<file path="src/rtl/noise_pkg.sv">
// Shared constants, envelope state type and saturating adder for the noise source.
package noise_pkg;

    localparam int              LFSR_W     = 17;
    localparam logic [LFSR_W-1:0] LFSR_SEED = 17'h1FFFF;
    localparam int              LFSR_TAP_A = 16;
    localparam int              LFSR_TAP_B = 13;

    typedef enum logic {
        ENV_IDLE   = 1'b0,
        ENV_ACTIVE = 1'b1
    } env_state_t;

    // Unsigned add clamped to 2^width-1 (width 1..32).
    function automatic logic [31:0] sat_add(input logic [31:0] a,
                                            input logic [31:0] b,
                                            input int unsigned width);
        logic [32:0] sum;
        logic [32:0] max_val;
        sum     = {1'b0, a} + {1'b0, b};
        max_val = (33'd1 << width) - 33'd1;
        return (sum > max_val) ? max_val[31:0] : sum[31:0];
    endfunction

endpackage

</file>
<file path="src/rtl/noise_channel.sv">
// One noise channel: rate divider, trigger/decay envelope and gated output register.
// Define NOISE_LPF_EN to add a one-pole low-pass filter on the output.
//
// state      | meaning
// -----------+-----------------------------------------------------------
// ENV_IDLE   | ch_en low (or no edge since reset); amp held at 0
// ENV_ACTIVE | triggered; amp decays on decay ticks, may sit at 0 silently
module noise_channel
    import noise_pkg::*;
#(
    parameter int OUT_W     = 16,
    parameter int DIV_W     = 8,
    parameter int AMP_W     = 8,
    parameter int LPF_SHIFT = 3
) (
    input  logic             clk,
    input  logic             reset_n,
`ifdef NOISE_LPF_EN
    input  logic             clk_3MHz_en,
`endif
    input  logic             clk_12KHz_en,
    input  logic             sound_enable,
    input  logic             decay_tick,
    input  logic             noise_bit,
    input  logic             ch_en,
    input  logic             ch_loud,
    input  logic [DIV_W-1:0] ch_div,
    input  logic [7:0]       ch_decay,
    output logic [OUT_W-1:0] ch_out
);

    localparam logic [AMP_W-1:0] AMP_LOUD = {AMP_W{1'b1}};
    localparam logic [AMP_W-1:0] AMP_SOFT = {1'b0, {(AMP_W-1){1'b1}}};

    if (LPF_SHIFT < 1 || LPF_SHIFT >= OUT_W) begin : g_bad_shift
        $error("noise_channel: LPF_SHIFT out of range");
    end

    env_state_t       state_q, state_d;
    logic [AMP_W-1:0] amp_q, amp_d;
    logic [7:0]       decay_cnt_q, decay_cnt_d;
    logic [DIV_W-1:0] div_cnt_q;
    logic             noise_q;
    logic             ch_en_q;
    logic             rise;
    logic [AMP_W-1:0] amp_less;
    logic [AMP_W-1:0] amp_dec;
    logic [OUT_W-1:0] sample;

    assign rise     = ch_en & ~ch_en_q;
    assign amp_less = amp_q - (amp_q >> 4);
    assign amp_dec  = (amp_less == '0) ? '0 : amp_less - AMP_W'(1);

    // A trigger edge takes priority over a coincident decay step.
    always_comb begin
        state_d     = state_q;
        amp_d       = amp_q;
        decay_cnt_d = decay_cnt_q;
        if (!ch_en) begin
            state_d     = ENV_IDLE;
            amp_d       = '0;
            decay_cnt_d = '0;
        end else if (rise) begin
            state_d     = ENV_ACTIVE;
            amp_d       = ch_loud ? AMP_LOUD : AMP_SOFT;
            decay_cnt_d = '0;
        end else if (state_q == ENV_ACTIVE && decay_tick) begin
            if (decay_cnt_q == ch_decay) begin
                decay_cnt_d = '0;
                amp_d       = amp_dec;
            end else begin
                decay_cnt_d = decay_cnt_q + 8'd1;
            end
        end
    end

    // ch_en_q resets high so an enable held through reset cannot retrigger.
    always_ff @(posedge clk) begin
        if (!reset_n) begin
            state_q     <= ENV_IDLE;
            amp_q       <= '0;
            decay_cnt_q <= '0;
            div_cnt_q   <= '0;
            noise_q     <= 1'b0;
            ch_en_q     <= 1'b1;
        end else begin
            state_q     <= state_d;
            amp_q       <= amp_d;
            decay_cnt_q <= decay_cnt_d;
            ch_en_q     <= ch_en;
            if (clk_12KHz_en && sound_enable) begin
                if (div_cnt_q == ch_div) begin
                    div_cnt_q <= '0;
                    noise_q   <= noise_bit;
                end else begin
                    div_cnt_q <= div_cnt_q + DIV_W'(1);
                end
            end
        end
    end

    assign sample = noise_q ? (OUT_W'(amp_q) << (OUT_W - AMP_W)) : '0;

`ifdef NOISE_LPF_EN
    // Accumulator holds y scaled by 2^LPF_SHIFT: acc += x - acc/2^LPF_SHIFT.
    logic [OUT_W+LPF_SHIFT-1:0] lpf_acc;

    always_ff @(posedge clk) begin
        if (!reset_n || !sound_enable) begin
            lpf_acc <= '0;
        end else if (clk_3MHz_en) begin
            lpf_acc <= lpf_acc + (OUT_W+LPF_SHIFT)'(sample) - (lpf_acc >> LPF_SHIFT);
        end
    end

    assign ch_out = lpf_acc[OUT_W+LPF_SHIFT-1:LPF_SHIFT];
`else
    logic [OUT_W-1:0] out_q;

    always_ff @(posedge clk) begin
        if (!reset_n || !sound_enable) begin
            out_q <= '0;
        end else begin
            out_q <= sample;
        end
    end

    assign ch_out = out_q;
`endif

endmodule

</file>
<file path="src/rtl/noise_source_multi.sv">
// N-channel arcade noise source: shared 17-bit LFSR, decay prescaler and saturating mixer.
// Define NOISE_LPF_EN to enable the per-channel low-pass output filter.
module noise_source_multi
    import noise_pkg::*;
#(
    parameter int NUM_CH    = 2,
    parameter int OUT_W     = 16,
    parameter int DIV_W     = 8,
    parameter int AMP_W     = 8,
    parameter int PRESCALE  = 3072,
    parameter int LPF_SHIFT = 3
) (
    input  logic                    clk,
    input  logic                    reset_n,
    input  logic                    clk_3MHz_en,
    input  logic                    clk_12KHz_en,
    input  logic                    sound_enable,
    input  logic [NUM_CH-1:0]       ch_en,
    input  logic [NUM_CH-1:0]       ch_loud,
    input  logic [NUM_CH*DIV_W-1:0] ch_div,
    input  logic [NUM_CH*8-1:0]     ch_decay,
    output logic [NUM_CH*OUT_W-1:0] ch_out,
    output logic [OUT_W-1:0]        mix_out
);

    localparam int PRE_W = (PRESCALE > 1) ? $clog2(PRESCALE) : 1;

    if (NUM_CH < 1 || NUM_CH > 8) begin : g_bad_num_ch
        $error("noise_source_multi: NUM_CH must be 1..8");
    end
    if (OUT_W < AMP_W || OUT_W > 32) begin : g_bad_out_w
        $error("noise_source_multi: OUT_W must be AMP_W..32");
    end

    logic [LFSR_W-1:0] lfsr;
    logic [PRE_W-1:0]  presc_cnt;
    logic              decay_tick;
    logic              noise_bit;
    logic [OUT_W-1:0]  mix_sum;

    assign noise_bit  = lfsr[LFSR_TAP_A];
    assign decay_tick = clk_3MHz_en && (presc_cnt == PRE_W'(PRESCALE - 1));

    always_ff @(posedge clk) begin
        if (!reset_n) begin
            lfsr <= LFSR_SEED;
        end else if (clk_12KHz_en && sound_enable) begin
            lfsr <= {lfsr[LFSR_W-2:0], lfsr[LFSR_TAP_A] ^ lfsr[LFSR_TAP_B]};
        end
    end

    always_ff @(posedge clk) begin
        if (!reset_n) begin
            presc_cnt <= '0;
        end else if (clk_3MHz_en) begin
            presc_cnt <= decay_tick ? '0 : presc_cnt + PRE_W'(1);
        end
    end

    for (genvar i = 0; i < NUM_CH; i++) begin : g_ch
        noise_channel #(
            .OUT_W     (OUT_W),
            .DIV_W     (DIV_W),
            .AMP_W     (AMP_W),
            .LPF_SHIFT (LPF_SHIFT)
        ) u_ch (
            .clk          (clk),
            .reset_n      (reset_n),
`ifdef NOISE_LPF_EN
            .clk_3MHz_en  (clk_3MHz_en),
`endif
            .clk_12KHz_en (clk_12KHz_en),
            .sound_enable (sound_enable),
            .decay_tick   (decay_tick),
            .noise_bit    (noise_bit),
            .ch_en        (ch_en[i]),
            .ch_loud      (ch_loud[i]),
            .ch_div       (ch_div[i*DIV_W +: DIV_W]),
            .ch_decay     (ch_decay[i*8 +: 8]),
            .ch_out       (ch_out[i*OUT_W +: OUT_W])
        );
    end

    always_comb begin
        mix_sum = '0;
        for (int i = 0; i < NUM_CH; i++) begin
            mix_sum = OUT_W'(sat_add(32'(mix_sum), 32'(ch_out[i*OUT_W +: OUT_W]), OUT_W));
        end
    end

    always_ff @(posedge clk) begin
        if (!reset_n) begin
            mix_out <= '0;
        end else begin
            mix_out <= mix_sum;
        end
    end

endmodule

</file>
<file path="config.mk">
export PLATFORM = sky130hd
export DESIGN_NAME = noise_source_multi
export DESIGN_NICKNAME = d
export VERILOG_FILES = /design/src/rtl/noise_pkg.sv /design/src/rtl/noise_channel.sv /design/src/rtl/noise_source_multi.sv
export SDC_FILE = /design/constraint.sdc
export NUM_CORES = 1
export LEC_CHECK = 0
export CORE_UTILIZATION = 45
export CTS_BUF_LIST = sky130_fd_sc_hd__clkbuf_2
export DETAILED_ROUTE_END_ITERATION = 8
export GPL_ROUTABILITY_DRIVEN = 0
export GPL_TIMING_DRIVEN = 0
export PLACE_DENSITY = 0.72
export SYNTH_ARGS = -nofsm -noshare
export SYNTH_HDL_FRONTEND = slang
export SYNTH_HIERARCHICAL = 1
export SYNTH_SLANG_ARGS = --single-unit
</file>
<file path="constraint.sdc">
create_clock -name clk -period 3.42 [get_ports clk]
set_input_delay 0.513 -clock clk [delete_from_list [all_inputs] [get_ports clk]]
set_output_delay 0.513 -clock clk [all_outputs]
set_load 0.02 [all_outputs]
</file>
==> results_dict.tcl <==
set metrics [dict create \
    core_area_sq_mm 0.0145 \
    hold_depth 2 \
    period_share_pct 85.0 \
    post-synth-top-area-fraction_pct 34.4 \
    synth-main-ff-cell "dfxtp_1" \
    yosysWarnings 6 \
    avgViaCountPerCell 5.26 \
    min_to "g_ch[1].u_ch/state_q" \
    hp-start "g_ch[1].u_ch/state_q" \
    critPathSlowestCell "fa_1" \
    layout-drive-gt1-share_pct 9.17 \
    drcViolationCount 0 \
    postCtsResizedCells 0 \
    grt_pass1_vias 5070 \
    finalNonFillerCells 1089 \
    clock_power_share_pct 35.7 \
    switching_share_pct 27.8 \
    cts_tree "yes" \
    cp_top_family "adder cells" \
    diodes 0 \
    cp_data_required_time_ns 4.02 \
    drt_iter0_markers 377 \
    portBuffers 72 \
    io_pins 89 \
    ys_async_sr_fraction_pct 0 \
    critical_path_depth 10 \
    maxCapViolations 0 \
    intPower_uw 2170 \
    drt-total-wl_um 14500 \
    hpwl_um 11000 \
    drt-pass1-iter-count 6 \
    slowest_delay_ns 0.46 \
    critPathArrivalTime_ns 3.51 \
    crit_chain "inv_1 -> ha_1 -> fa_1 -> xor2_1 -> nand2_1 -> nor3_1 -> a21bo_2 -> o211ai_1 -> and4b_1 -> a311o_1" \
    antenna_found_initial 0 \
    grt.total_usage_pct 19.4 \
    dieWidth_um 124 \
    hp-class "flip-flop to flip-flop" \
    reg2reg_setup_slack_ns 0.51 \
    setup_violations 0 \
    yosys-top-cells-area "dfxtp_1, xor2_1, ha_1" \
    initial_utilization_pct 46.1 \
    ir_drop_uv 204 \
    routedWlPerCell_um 13.3 \
    setup_tns_ns 0 \
    die_area_sq_mm 0.0154 \
    seqPwrFrac_pct 46.7 \
    cts_setup_buffers 0 \
    synth_area_sq_mm 0.00670 \
    overflow 0 \
    yosysTopAreaCell "dfxtp_1" \
    ant_nets 0 \
    synth-seq-cells 115 \
    slew_violations 0 \
    cts_sinks 115 \
    combinationalPowerShare_pct 17.6 \
    crit_type "flip-flop to flip-flop" \
    timing.fmax_ghz 0.344 \
    worstMarginPinSlew_ns 0.715 \
    critPathMaxFanout 5 \
    dp.cells 1057 \
    power.switching_uw 834 \
    cts_made_buffers 17 \
    syn_area_per_cell_sq_um 8.51 \
    critPathBufInv 1 \
    htreeDepth 4 \
    slew_headroom_pct 52.2 \
    synth-edff-count 0 \
    cts.reportedPaths.clkPinSlew_ns 0.18 \
    root_buffer "clkbuf_2" \
    placedInstanceArea_sq_mm 0.00770 \
    p_leak_uw 0.00335 \
    finalHoldViolCount 0 \
    cts_max_path_buffers 2 \
    die_h_um 124 \
    status "finished clean" \
    p_per_area_mw_per_mm2 376 \
    cp-start-kind "flip-flop" \
    final_net_count 969 \
    grt_pass1_wl_um 23300 \
    clkLatencyLatePin_ns 0.68 \
    grt_max_degree 18 \
    dr_total_vias 5728 \
    fin_skew_ns 0.0232 \
    min_period_ns 2.91 \
    worstReg2RegStart "g_ch[1].u_ch/amp_q[0]" \
    rows 44 \
    critPathCaptureType "flip-flop" \
    syn_inst 787 \
    rr_worst_depth 10 \
    ctsHoldBuffers 0 \
    rr_endpoint "g_ch[1].u_ch/amp_q[4]" \
    post-route-cell-area_sq_mm 0.00800 \
    ys_seq_area_share_pct 34.4 \
    area_delta_synth_final_pct 19.5 \
    yosysUniqueCellTypes 75 \
    rsz0062_at_grt "no" \
]
[power groups by stage]
stage	Sequential (uW)	Combinational [uW]	Clock, uW
finish	1400	529	1070
global placement	1430	509	0
floorplan	1440	364	0
detailed placement	1430	513	0
global route	1410	589	1170
CTS	1400	515	1110
[cells in the mapped netlist (3+ instances only)]
master     instances
o21a_1             4
nor2b_1           12
xor2_1            67
a211oi_1           5
nor3_1            10
clkbuf_1          15
a21oi_1           56
a211oi_2           3
nand4_1           19
a21o_1             5
nor4_1             4
and4_1             6
nor3_2             3
dfxtp_1          115
or3_1              6
buf_2              3
and3_1             9
nand3_1           40
fa_1               3
buf_4             16
nand2_1           80
o22ai_1            7
a31oi_1           11
o2111ai_1          3
inv_1             28
o211a_1            5
o221ai_1           7
nand3b_1           3
o31a_1             3
o21ai_0           22
ha_1              33
and2_1            25
xnor2_1           21
o211ai_1           4
buf_6              6
nor2_1            59
mux2i_1            7
nand2b_1          12
[how the worst max path moves through the flow]
stage | start | end | slack [ns]
2_1_floorplan | g_ch[0].u_ch/amp_q[0] | g_ch[0].u_ch/amp_q[5] | 0.95
4_1_cts | presc_cnt[0] | g_ch[1].u_ch/amp_q[4] | 0.52
6_report | g_ch[1].u_ch/amp_q[0] | g_ch[1].u_ch/amp_q[4] | 0.51
3_3_place_gp | clk_3MHz_en | g_ch[1].u_ch/amp_q[4] | -0.17
5_1_grt | presc_cnt[0] | g_ch[1].u_ch/amp_q[4] | 0.28
3_5_place_dp | clk_3MHz_en | g_ch[1].u_ch/amp_q[4] | -0.13
[flip-flops by register name (all words and copies together), names as in the netlist]
register,count
g_ch.u_ch/amp_q,16
g_ch.u_ch/ch_en_q,2
g_ch.u_ch/ch_out,16
g_ch.u_ch/decay_cnt_q,16
g_ch.u_ch/div_cnt_q,16
g_ch.u_ch/noise_q,2
g_ch.u_ch/state_q,2
lfsr,17
mix_out,16
presc_cnt,12
[per-stage QoR]
step                utilization [%]  hold slack (ns)  setup WS, ns  total power [uW]
floorplan                         -            0.421         0.946              1810
global placement               53.0            0.433        -0.171              1940
detailed placement             53.0            0.446        -0.134              1950
CTS                            55.0            0.407         0.520              3030
global route                   55.0            0.419         0.278              3170
finish                         55.0            0.461         0.513              3010
[logic make-up (layout without fill, tap and decap cells)]
kind of cell	Yosys count	after routing	synth area share, %
simple gates	301	301	22.9
compound gates	169	169	17.5
flops	115	115	34.4
xor+xnor	88	88	11.5
buf+inv	69	173	5.49
fa+ha+maj	36	36	7.06
mux	7	7	1.05
other cells	2	16	0.112
[final cells by class]
type | count | area (sq um)
clock buffers | 17 | 85.1
inverters | 29 | 109
clock inverters | 15 | 214
well taps | 184 | 230
repair buffers | 72 | 721
fillers | 1368 | 6540
multi-input cells | 617 | 4080
plain buffers | 40 | 259
flip-flops and latches | 115 | 2300
[cell usage in the layout, fill, tap and decap left out, drive strengths merged, types with 4 or more instances in the layout]
master / synthesis / final
nand2: 81 / 81
nor4: 4 / 4
buf: 25 / 25
o22ai: 7 / 7
and4: 6 / 6
clkinv: 1 / 7
o211a: 5 / 5
ha: 33 / 33
o21ai: 23 / 23
and3: 9 / 9
nand2b: 14 / 14
conb: 2 / 16
and2: 27 / 27
or2: 4 / 4
clkdlybuf4s50: 0 / 72
nand3: 40 / 40
clkbuf: 15 / 32
nor2: 59 / 59
inv: 28 / 28
xor2: 67 / 67
a211oi: 8 / 8
nor2b: 12 / 12
o211ai: 5 / 5
bufinv: 0 / 5
xnor2: 21 / 21
a21oi: 58 / 58
clkinvlp: 0 / 4
nand4: 19 / 19
nor3: 13 / 13
a31oi: 11 / 11
o221ai: 8 / 8
or3: 8 / 8
a21o: 7 / 7
dfxtp: 115 / 115
o21a: 4 / 4
mux2i: 7 / 7
[per-layer routing]
layer | global-route usage (%) | up-vias | share of wire [%]
met5 | 0 | - | 0
met1 | 25.1 | 2633 | 48
met4 | 5.43 | 0 | 0.88
met2 | 31.6 | 113 | 47
li1 | - | 2973 | -
met3 | 5.45 | 9 | 4.2
[worst min-delay path, stage by stage, from the launching register on]
cell	delay (ns)
dfxtp_1	0.34
inv_1	0.04
a21oi_1	0.05
Note: power is estimated with default switching activity, not from simulation.
